File: src/rtl/fft_post_pkg.sv
// Shared types and constants for the FFT post-processing stage.
// PEAK_SKIP_DC_EN: when defined, bin 0 is excluded from the peak search.
package fft_post_pkg;

  typedef enum logic {
    StIdle  = 1'b0,
    StAccum = 1'b1
  } frm_state_e;

`ifdef PEAK_SKIP_DC_EN
  localparam int unsigned FirstBin = 1;
`else
  localparam int unsigned FirstBin = 0;
`endif

  // re^2 + im^2 of two signed w-bit values always fits in 2*w unsigned bits.
  function automatic int unsigned pwr_width(input int unsigned w);
    return 2 * w;
  endfunction

endpackage

File: src/rtl/fft_cmag2.sv
// Three-stage magnitude-squared pipeline; en/cnt travel alongside the data.
module fft_cmag2 import fft_post_pkg::*; #(
  parameter int unsigned width = 16,
  parameter int unsigned NALL  = 9,
  localparam int unsigned PW   = pwr_width(width)
) (
  input  logic                    clk,
  input  logic                    areset,
  input  logic                    en,
  input  logic [NALL-1:0]         cnt,
  input  logic signed [width-1:0] re,
  input  logic signed [width-1:0] im,
  output logic                    pwr_en,
  output logic [NALL-1:0]         pwr_cnt,
  output logic [PW-1:0]           pwr_val
);

  logic                    en1_q, en2_q;
  logic [NALL-1:0]         cnt1_q, cnt2_q;
  logic signed [width-1:0] re1_q, im1_q;
  logic signed [PW-1:0]    re_w, im_w;
  logic signed [PW-1:0]    re_sq_q, im_sq_q;

  assign re_w = PW'(re1_q);
  assign im_w = PW'(im1_q);

  always_ff @(posedge clk or posedge areset) begin
    if (areset) begin
      en1_q   <= 1'b0;
      cnt1_q  <= '0;
      re1_q   <= '0;
      im1_q   <= '0;
      en2_q   <= 1'b0;
      cnt2_q  <= '0;
      re_sq_q <= '0;
      im_sq_q <= '0;
      pwr_en  <= 1'b0;
      pwr_cnt <= '0;
      pwr_val <= '0;
    end else begin
      en1_q   <= en;
      cnt1_q  <= cnt;
      re1_q   <= re;
      im1_q   <= im;
      en2_q   <= en1_q;
      cnt2_q  <= cnt1_q;
      re_sq_q <= re_w * re_w;
      im_sq_q <= im_w * im_w;
      pwr_en  <= en2_q;
      pwr_cnt <= cnt2_q;
      // Both squares are non-negative; their sum peaks at 2^(PW-1).
      pwr_val <= $unsigned(re_sq_q) + $unsigned(im_sq_q);
    end
  end

endmodule

File: src/rtl/fft_peak_search.sv
// Power stream plus per-frame peak bin search over the FFT output.
// PEAK_SKIP_DC_EN (see fft_post_pkg): exclude bin 0 from the peak search.
module fft_peak_search import fft_post_pkg::*; #(
  parameter int unsigned width     = 16,
  parameter int unsigned NALL      = 9,
  parameter int unsigned HALF_SPEC = 1,
  localparam int unsigned PW       = pwr_width(width)
) (
  input  logic             clk,
  input  logic             areset,
  input  logic             fft_en,
  input  logic [NALL-1:0]  fft_cnt,
  input  logic [width-1:0] fft_re,
  input  logic [width-1:0] fft_im,
  output logic             pwr_en,
  output logic [NALL-1:0]  pwr_cnt,
  output logic [PW-1:0]    pwr_val,
  output logic             pk_valid,
  output logic [NALL-1:0]  pk_bin,
  output logic [PW-1:0]    pk_pwr,
  output logic             frm_err
);

  localparam logic [NALL-1:0] LastBin = '1;
  localparam logic [NALL-1:0] SeedBin = NALL'(FirstBin);

  fft_cmag2 #(
    .width (width),
    .NALL  (NALL)
  ) u_cmag2 (
    .clk     (clk),
    .areset  (areset),
    .en      (fft_en),
    .cnt     (fft_cnt),
    .re      (fft_re),
    .im      (fft_im),
    .pwr_en  (pwr_en),
    .pwr_cnt (pwr_cnt),
    .pwr_val (pwr_val)
  );

  frm_state_e      state_q, state_d;
  logic [NALL-1:0] exp_q, exp_d;
  logic [NALL-1:0] best_bin_q, best_bin_d;
  logic [PW-1:0]   best_pwr_q, best_pwr_d;
  logic [NALL-1:0] pk_bin_d;
  logic [PW-1:0]   pk_pwr_d;
  logic            pk_valid_d, frm_err_d;
  logic            start, accept, elig, take;
  logic [NALL-1:0] base_bin, cand_bin;
  logic [PW-1:0]   base_pwr, cand_pwr;

  always_comb begin
    state_d    = state_q;
    exp_d      = exp_q;
    best_bin_d = best_bin_q;
    best_pwr_d = best_pwr_q;
    pk_bin_d   = pk_bin;
    pk_pwr_d   = pk_pwr;
    pk_valid_d = 1'b0;
    frm_err_d  = 1'b0;
    start      = 1'b0;
    accept     = 1'b0;

    if (pwr_en) begin
      unique case (state_q)
        StIdle: start = (pwr_cnt == '0);
        StAccum: begin
          if (pwr_cnt == exp_q) begin
            accept = 1'b1;
          end else begin
            // Sequence broken: drop the frame; a bin 0 immediately restarts.
            frm_err_d = 1'b1;
            start     = (pwr_cnt == '0);
            state_d   = StIdle;
          end
        end
        default: ;
      endcase
    end

    elig     = ((HALF_SPEC == 0) || !pwr_cnt[NALL-1]) && ((FirstBin == 0) || (pwr_cnt != '0));
    base_bin = start ? SeedBin : best_bin_q;
    base_pwr = start ? '0 : best_pwr_q;
    take     = elig && (pwr_val > base_pwr);
    cand_bin = take ? pwr_cnt : base_bin;
    cand_pwr = take ? pwr_val : base_pwr;

    if (start || accept) begin
      best_bin_d = cand_bin;
      best_pwr_d = cand_pwr;
      exp_d      = pwr_cnt + NALL'(1);
      state_d    = StAccum;
      if (accept && (pwr_cnt == LastBin)) begin
        pk_valid_d = 1'b1;
        pk_bin_d   = cand_bin;
        pk_pwr_d   = cand_pwr;
        state_d    = StIdle;
      end
    end
  end

  always_ff @(posedge clk or posedge areset) begin
    if (areset) begin
      state_q    <= StIdle;
      exp_q      <= '0;
      best_bin_q <= '0;
      best_pwr_q <= '0;
      pk_valid   <= 1'b0;
      pk_bin     <= '0;
      pk_pwr     <= '0;
      frm_err    <= 1'b0;
    end else begin
      state_q    <= state_d;
      exp_q      <= exp_d;
      best_bin_q <= best_bin_d;
      best_pwr_q <= best_pwr_d;
      pk_valid   <= pk_valid_d;
      pk_bin     <= pk_bin_d;
      pk_pwr     <= pk_pwr_d;
      frm_err    <= frm_err_d;
    end
  end

endmodule

File: config.mk
export PLATFORM = sky130hd
export DESIGN_NAME = fft_peak_search
export DESIGN_NICKNAME = d
export VERILOG_FILES = /design/src/rtl/fft_post_pkg.sv /design/src/rtl/fft_cmag2.sv /design/src/rtl/fft_peak_search.sv
export SDC_FILE = /design/constraint.sdc
export NUM_CORES = 2
export LEC_CHECK = 0
export BUFFER_PORTS_ARGS = -buffer_cell sky130_fd_sc_hd__buf_2
export CAP_MARGIN = 15
export CORE_MARGIN = 2
export CORE_UTILIZATION = 30
export DETAILED_ROUTE_END_ITERATION = 6
export HOLD_SLACK_MARGIN = 0.02
export MAX_ROUTING_LAYER = met4
export PLACE_DENSITY = 0.54
export SKIP_LAST_GASP = 1
export SLEW_MARGIN = 5
export SYNTH_ARGS = -nofsm -noshare
export SYNTH_HDL_FRONTEND = slang
export SYNTH_HIERARCHICAL = 1
export SYNTH_SLANG_ARGS = --single-unit
File: constraint.sdc
create_clock -name clk -period 6.95 [get_ports clk]
set_input_delay 0.695 -clock clk [delete_from_list [all_inputs] [get_ports clk]]
set_output_delay 0.695 -clock clk [all_outputs]
set_load 0.005 [all_outputs]
* Yosys cells after proc, flatten, opt, wreduce, memory -nomap -nowiden
Index checks and enable logic that the tools add are counted.
** Word-level totals
- ROM bits :: 0
- Register bits :: 252
- RAM bits :: 0
- Memories :: 0
- Bits in latches :: 0
** Cells by class
- $lt $le $gt $ge :: 1
- Div/mod/pow operators :: 0
- Mux-type cells :: 18
- Multipliers :: 2
- $add $sub $neg :: 2
- Reductions and logical operators :: 7
- Shifts and indexed selects :: 0
- Equality and inequality tests :: 2
- Bitwise logic cells :: 1
** Operator list (number)
- 16-bit by 16-bit multiplier with 32-bit output :: 2
- 32-bit two-way mux :: 2
- 32-bit adder :: 1
- 32-bit greater-than comparator :: 1
- 9-bit two-way mux :: 2
- 1-bit two-way mux :: 13
- 9-bit by 1-bit adder with 9-bit output (second input constant) :: 1
- 9-bit equality test :: 1
- 9-bit equality test (second input constant) :: 1
- 9-bit zero test :: 1
- 1-bit logical AND :: 2
- 1-bit one-hot mux with 2 select lines :: 1
- 2-bit AND reduction :: 1
- 2-bit nonzero test :: 1
- 1-bit zero test :: 1
- 1-bit logical OR :: 1
- 1-bit inverter :: 1

* Logic depth before layout (Yosys ltp)
- Word-level depth :: 8
- Depth in mapped cells :: 25
- Gate-level depth less buffers :: 23

* Cells and area by module
The synthesis kept the hierarchy.
** Modules (own cells, without submodules)
- fft_cmag2 :: area an instance 23035.8 sq um, instances 1, cells each 2296
- fft_peak_search :: area an instance 5256.3 sq um, instances 1, cells each 531

* Worst setup path after synthesis
OpenSTA, ideal clock, no wires.
- Kind :: reg-to-reg
- Start point :: register u_cmag2.im1_q[15]
- End point :: register u_cmag2.im_sq_q[30]
- Cell stages (with the launch flop) :: 21
- Library setup time :: 0.080 ns
- Slack :: 0.727 ns
- Arrival time :: 6.143 ns
- Period minus slack after synthesis :: 6.223 ns
- Buffers on the path :: 2
- Cells stage by stage :: dfrtp_1 -> clkbuf_1 -> inv_1 -> nor2_1 -> fa_1 -> fa_1 -> fa_1 -> fa_1 -> fa_1 -> inv_1 -> fa_1 -> inv_1 -> ha_1 -> clkbuf_1 -> and4_1 -> a21o_1 -> a21oi_1 -> a2bb2oi_1 -> o21ai_1 -> o41ai_1 -> xnor2_1
** Between the ends
- Longest elaborated chain between the ends :: 1
** Ends and longest elaborated chain
- from (decl) :: RTL line fft_cmag2.sv:20 : logic signed [width-1:0] re1_q, im1_q;
- from (signal assigned) :: RTL line fft_cmag2.sv:44 : im1_q <= im;
- 16-bit by 16-bit multiplier with 32-bit output :: RTL line fft_cmag2.sv:48 : im_sq_q <= im_w * im_w;
- to (signal assigned) :: RTL line fft_cmag2.sv:48
- to (decl) :: RTL line fft_cmag2.sv:22 : logic signed [PW-1:0] re_sq_q, im_sq_q;
No other way between the ends.
A chain may end at the register's enable or synchronous reset.

* Worst setup path in the final report
- Start point :: register u_cmag2.re1_q[7]
- End point :: register u_cmag2.re_sq_q[27]
** Between the ends
- Longest elaborated chain between the ends :: 1
** Ends and longest elaborated chain
- from (decl) :: RTL line fft_cmag2.sv:20
- from (signal assigned) :: RTL line fft_cmag2.sv:43 : re1_q <= re;
- 16-bit by 16-bit multiplier with 32-bit output :: RTL line fft_cmag2.sv:47 : re_sq_q <= re_w * re_w;
- to (signal assigned) :: RTL line fft_cmag2.sv:47
- to (decl) :: RTL line fft_cmag2.sv:22
No other way between the ends.

==> impl_metrics.py <==
metrics = {
    "finish": {
        "design_area_um2": 31410,
        "layout.nets": 3685,
        "layout.cells.most_common": "inv_1",
        "instances_no_fill": 4212,
        "final_cell_mix": "inv_1, fa_1, dfrtp_1",
        "syn2layout_area_growth_pct": 11.03,
        "drive_gt1_frac": 0.1020,
    },
    "clock_tree": {
        "ctsResizeCount": 0,
        "postCtsHoldBufs": 0,
        "clock-root-buffer": "clkbuf_16",
        "htree_num_levels": 1,
        "post_cts_buffers": 0,
        "cts_buffers": 30,
        "ctsLongestPathBuffers": 3,
        "clkLatencyLatePin_ns": 0.64,
        "clkTransAtPathRegs_ns": 0.08,
        "cts_tree": "built",
        "clock-sinks": 250,
    },
    "detailed_routing": {
        "ant_nets": 0,
        "via_per_inst": 4.524,
        "via_count": 19050,
        "dr.first_iter.drc_count": 922,
        "first_pass_iters": 5,
        "routed_wl_mm": 65.52,
        "avgRoutedWirePerCell_um": 15.56,
        "drc": 0,
    },
    "critical_path": {
        "critical_path.startpoint_type": "register",
        "required_ns": 7.53,
        "path_class": "register to register",
        "worstSetupEndpointType": "register",
        "arrival_ns": 7.16,
        "critical_path_peak_fanout": 14,
        "reg2reg_slack_ns": 0.37,
    },
    "synth": {
        "synth_edf_count": 0,
        "synthMuxAreaShare": 0.002919,
        "async_flop_share": 1.000,
        "synth_top_family_by_area": "adder cells",
        "synthCells": 2827,
        "synth_compound_area_frac": 0.09022,
        "synth_seq_area_share": 0.2211,
        "synth_warnings": 6,
        "synth-main-ff-cell": "dfrtp_1",
        "yosys.area_share.xor_xnor": 0.03560,
        "synth-seq-cells": 250,
        "syn-num-nets": 3584,
        "synth-adder-area-share": 0.4395,
        "synthesis.area_um2": 28290,
        "avgSynthCellArea_um2": 10.01,
        "synth_cell_types": 84,
        "synth_simple_gate_area_frac": 0.1064,
    },
    "run_status": {
        "status": "completed",
    },
    "sta": {
        "tns_ns": 0,
        "hold_viol_final": 0,
        "max-slew-margin-rel": 0.3211,
        "worst_slew_pin_slew_ns": 0.9926,
        "finalCriticalPeriod_ns": 6.583,
        "worst_clock_skew_ns": 0.06491,
        "finalMaxSlewViolations": 0,
        "fmax_ghz": 0.1519,
        "setup_viol_count_final": 0,
        "period_share": 0.9471,
        "rsz0062_at_grt": "no",
    },
    "floorplanning": {
        "placementRows": 112,
        "die_h_um": 311.1,
        "start_util": 0.3031,
        "die_w_um": 311.1,
        "die_area_um2": 96780,
        "coreArea_um2": 93330,
        "ios": 129,
    },
    "global_routing": {
        "grt_pass1_wl_mm": 109.6,
        "grt_max_degree": 92,
        "grt_antenna_before_repair": 9,
        "grt_use_total": 0.1442,
        "grt.overflow.total": 0,
        "grt_pass1_vias": 20500,
    },
    "placement": {
        "gp_congestion": 0.8473,
        "dp_hpwl_mm": 53.63,
        "io_buffer_count": 128,
        "placedInstanceArea_um2": 30380,
        "dp_cells": 4149,
    },
    "hold_path": {
        "hp-class": "primary input to async pin",
    },
    "flow_run": {
        "max-cap-violations": 0,
    },
}
==> cell usage after synthesis, drive strengths merged (12+ instances only) <==
cell type | number | area, um2
nand4 | 56 | 356.6
a31oi | 45 | 281.5
fa | 468 | 9369
nand3 | 20 | 100.1
a211oi | 12 | 95.09
xor2 | 26 | 227.7
a21oi | 70 | 357.8
buf | 35 | 215.2
a21o | 30 | 225.2
nand2b | 14 | 87.58
nand2 | 214 | 803.3
a32o | 39 | 437.9
nor3 | 24 | 131.4
o21ai | 86 | 434.2
ha | 245 | 3065
inv | 663 | 2489
o21a | 12 | 90.09
clkbuf | 65 | 244.0
and2 | 86 | 538.0
dfrtp | 250 | 6256
and3 | 18 | 122.6
xnor2 | 89 | 779.5
nor2 | 140 | 525.5
==> final timing paths <==
| path | cells after the start | end | from |
|---|---|---|---|
| setup / recovery | 21 | u_cmag2/re_sq_q[27] | u_cmag2/re1_q[7] |
| hold / removal | 2 | pk_valid | areset |
| setup reg to reg | 21 | u_cmag2/re_sq_q[27] | u_cmag2/re1_q[7] |
| hold reg to reg | 0 | u_cmag2/cnt2_q[4] | u_cmag2/cnt1_q[4] |
| max in group asynchronous | 3 | u_cmag2/im1_q[9] | areset |
| min in group clk | 1 | u_cmag2/re1_q[1] | fft_re[1] |
==> worst max-delay path, cell delays in order (launching register included) <==
cell	delay (ns)
dfrtp_1	0.76
inv_1	0.30
fa_1	0.59
inv_1	0.06
fa_1	0.51
inv_1	0.06
fa_1	0.52
inv_1	0.05
fa_1	0.45
fa_1	0.49
inv_1	0.05
fa_1	0.47
inv_1	0.04
ha_1	0.34
and3_4	0.23
and3_4	0.18
o31a_1	0.26
nor3_4	0.26
a21oi_2	0.11
o21a_1	0.24
or4b_1	0.47
nand3_1	0.09
==> layout make-up <==
cell class	instances	area, um2
Antenna cell	6	15.01
Clock buffer	36	783.3
Clock inverter	20	207.7
Fill cell	9657	61920
Inverter	663	2496
Multi-Input combinational cell	1814	19120
Sequential cell	250	6257
Tap cell	1254	1569
Timing Repair Buffer	169	968.4
==> registers in the layout, indices dropped and copies added, names as in the netlist <==
| signal | count |
|---|---|
| best_bin_q | 9 |
| best_pwr_q | 32 |
| exp_q | 9 |
| frm_err | 1 |
| pk_bin | 9 |
| pk_pwr | 32 |
| pk_valid | 1 |
| state_q | 1 |
| u_cmag2/cnt1_q | 9 |
| u_cmag2/cnt2_q | 9 |
| u_cmag2/en1_q | 1 |
| u_cmag2/en2_q | 1 |
| u_cmag2/im1_q | 16 |
| u_cmag2/im_sq_q | 31 |
| u_cmag2/pwr_cnt | 9 |
| u_cmag2/pwr_en | 1 |
| u_cmag2/pwr_val | 32 |
| u_cmag2/re1_q | 16 |
| u_cmag2/re_sq_q | 31 |
==> per-stage QoR <==
| step | setup slack (ns) | hold WS [ns] | utilization |
|---|---|---|---|
| 3_5_place_dp | 0.3368 | 0.3347 | 0.3255 |
| 5_1_grt | 0.05008 | 0.1004 | 0.3366 |
| 2_1_floorplan | 0.7275 | 0.3312 | - |
| 3_3_place_gp | 0.3539 | 0.3324 | 0.3255 |
| 4_1_cts | 0.3293 | 0.06527 | 0.3361 |
| 6_report | 0.3675 | 0.09479 | 0.3366 |
==> routing by layer <==
metal / wire length, um / vias up / GRT usage
met4: 1242 / 0 / 0.03008
li1: - / 9078 / -
met5: 0 / - / -
met1: 28820 / 9617 / 0.1825
met2: 32940 / 292 / 0.2467
met3: 2524 / 66 / 0.01926
==> cell families (layout without fill, tap and decap cells) <==
kind of cell             after synthesis  after routing
AO/OA/AOI/OAI                        361            361
XOR/XNOR                             115            115
adder cells (fa/ha/maj)              713            713
buffers and inverters                763            888
flip-flops                           250            250
multiplexers                           8              8
other                                  0              6
AND/OR/NAND/NOR                      617            617
Power is left out: the tool's default activity adds up to more than one toggle a clock period on the data nets, which glitch-free logic cannot reach.
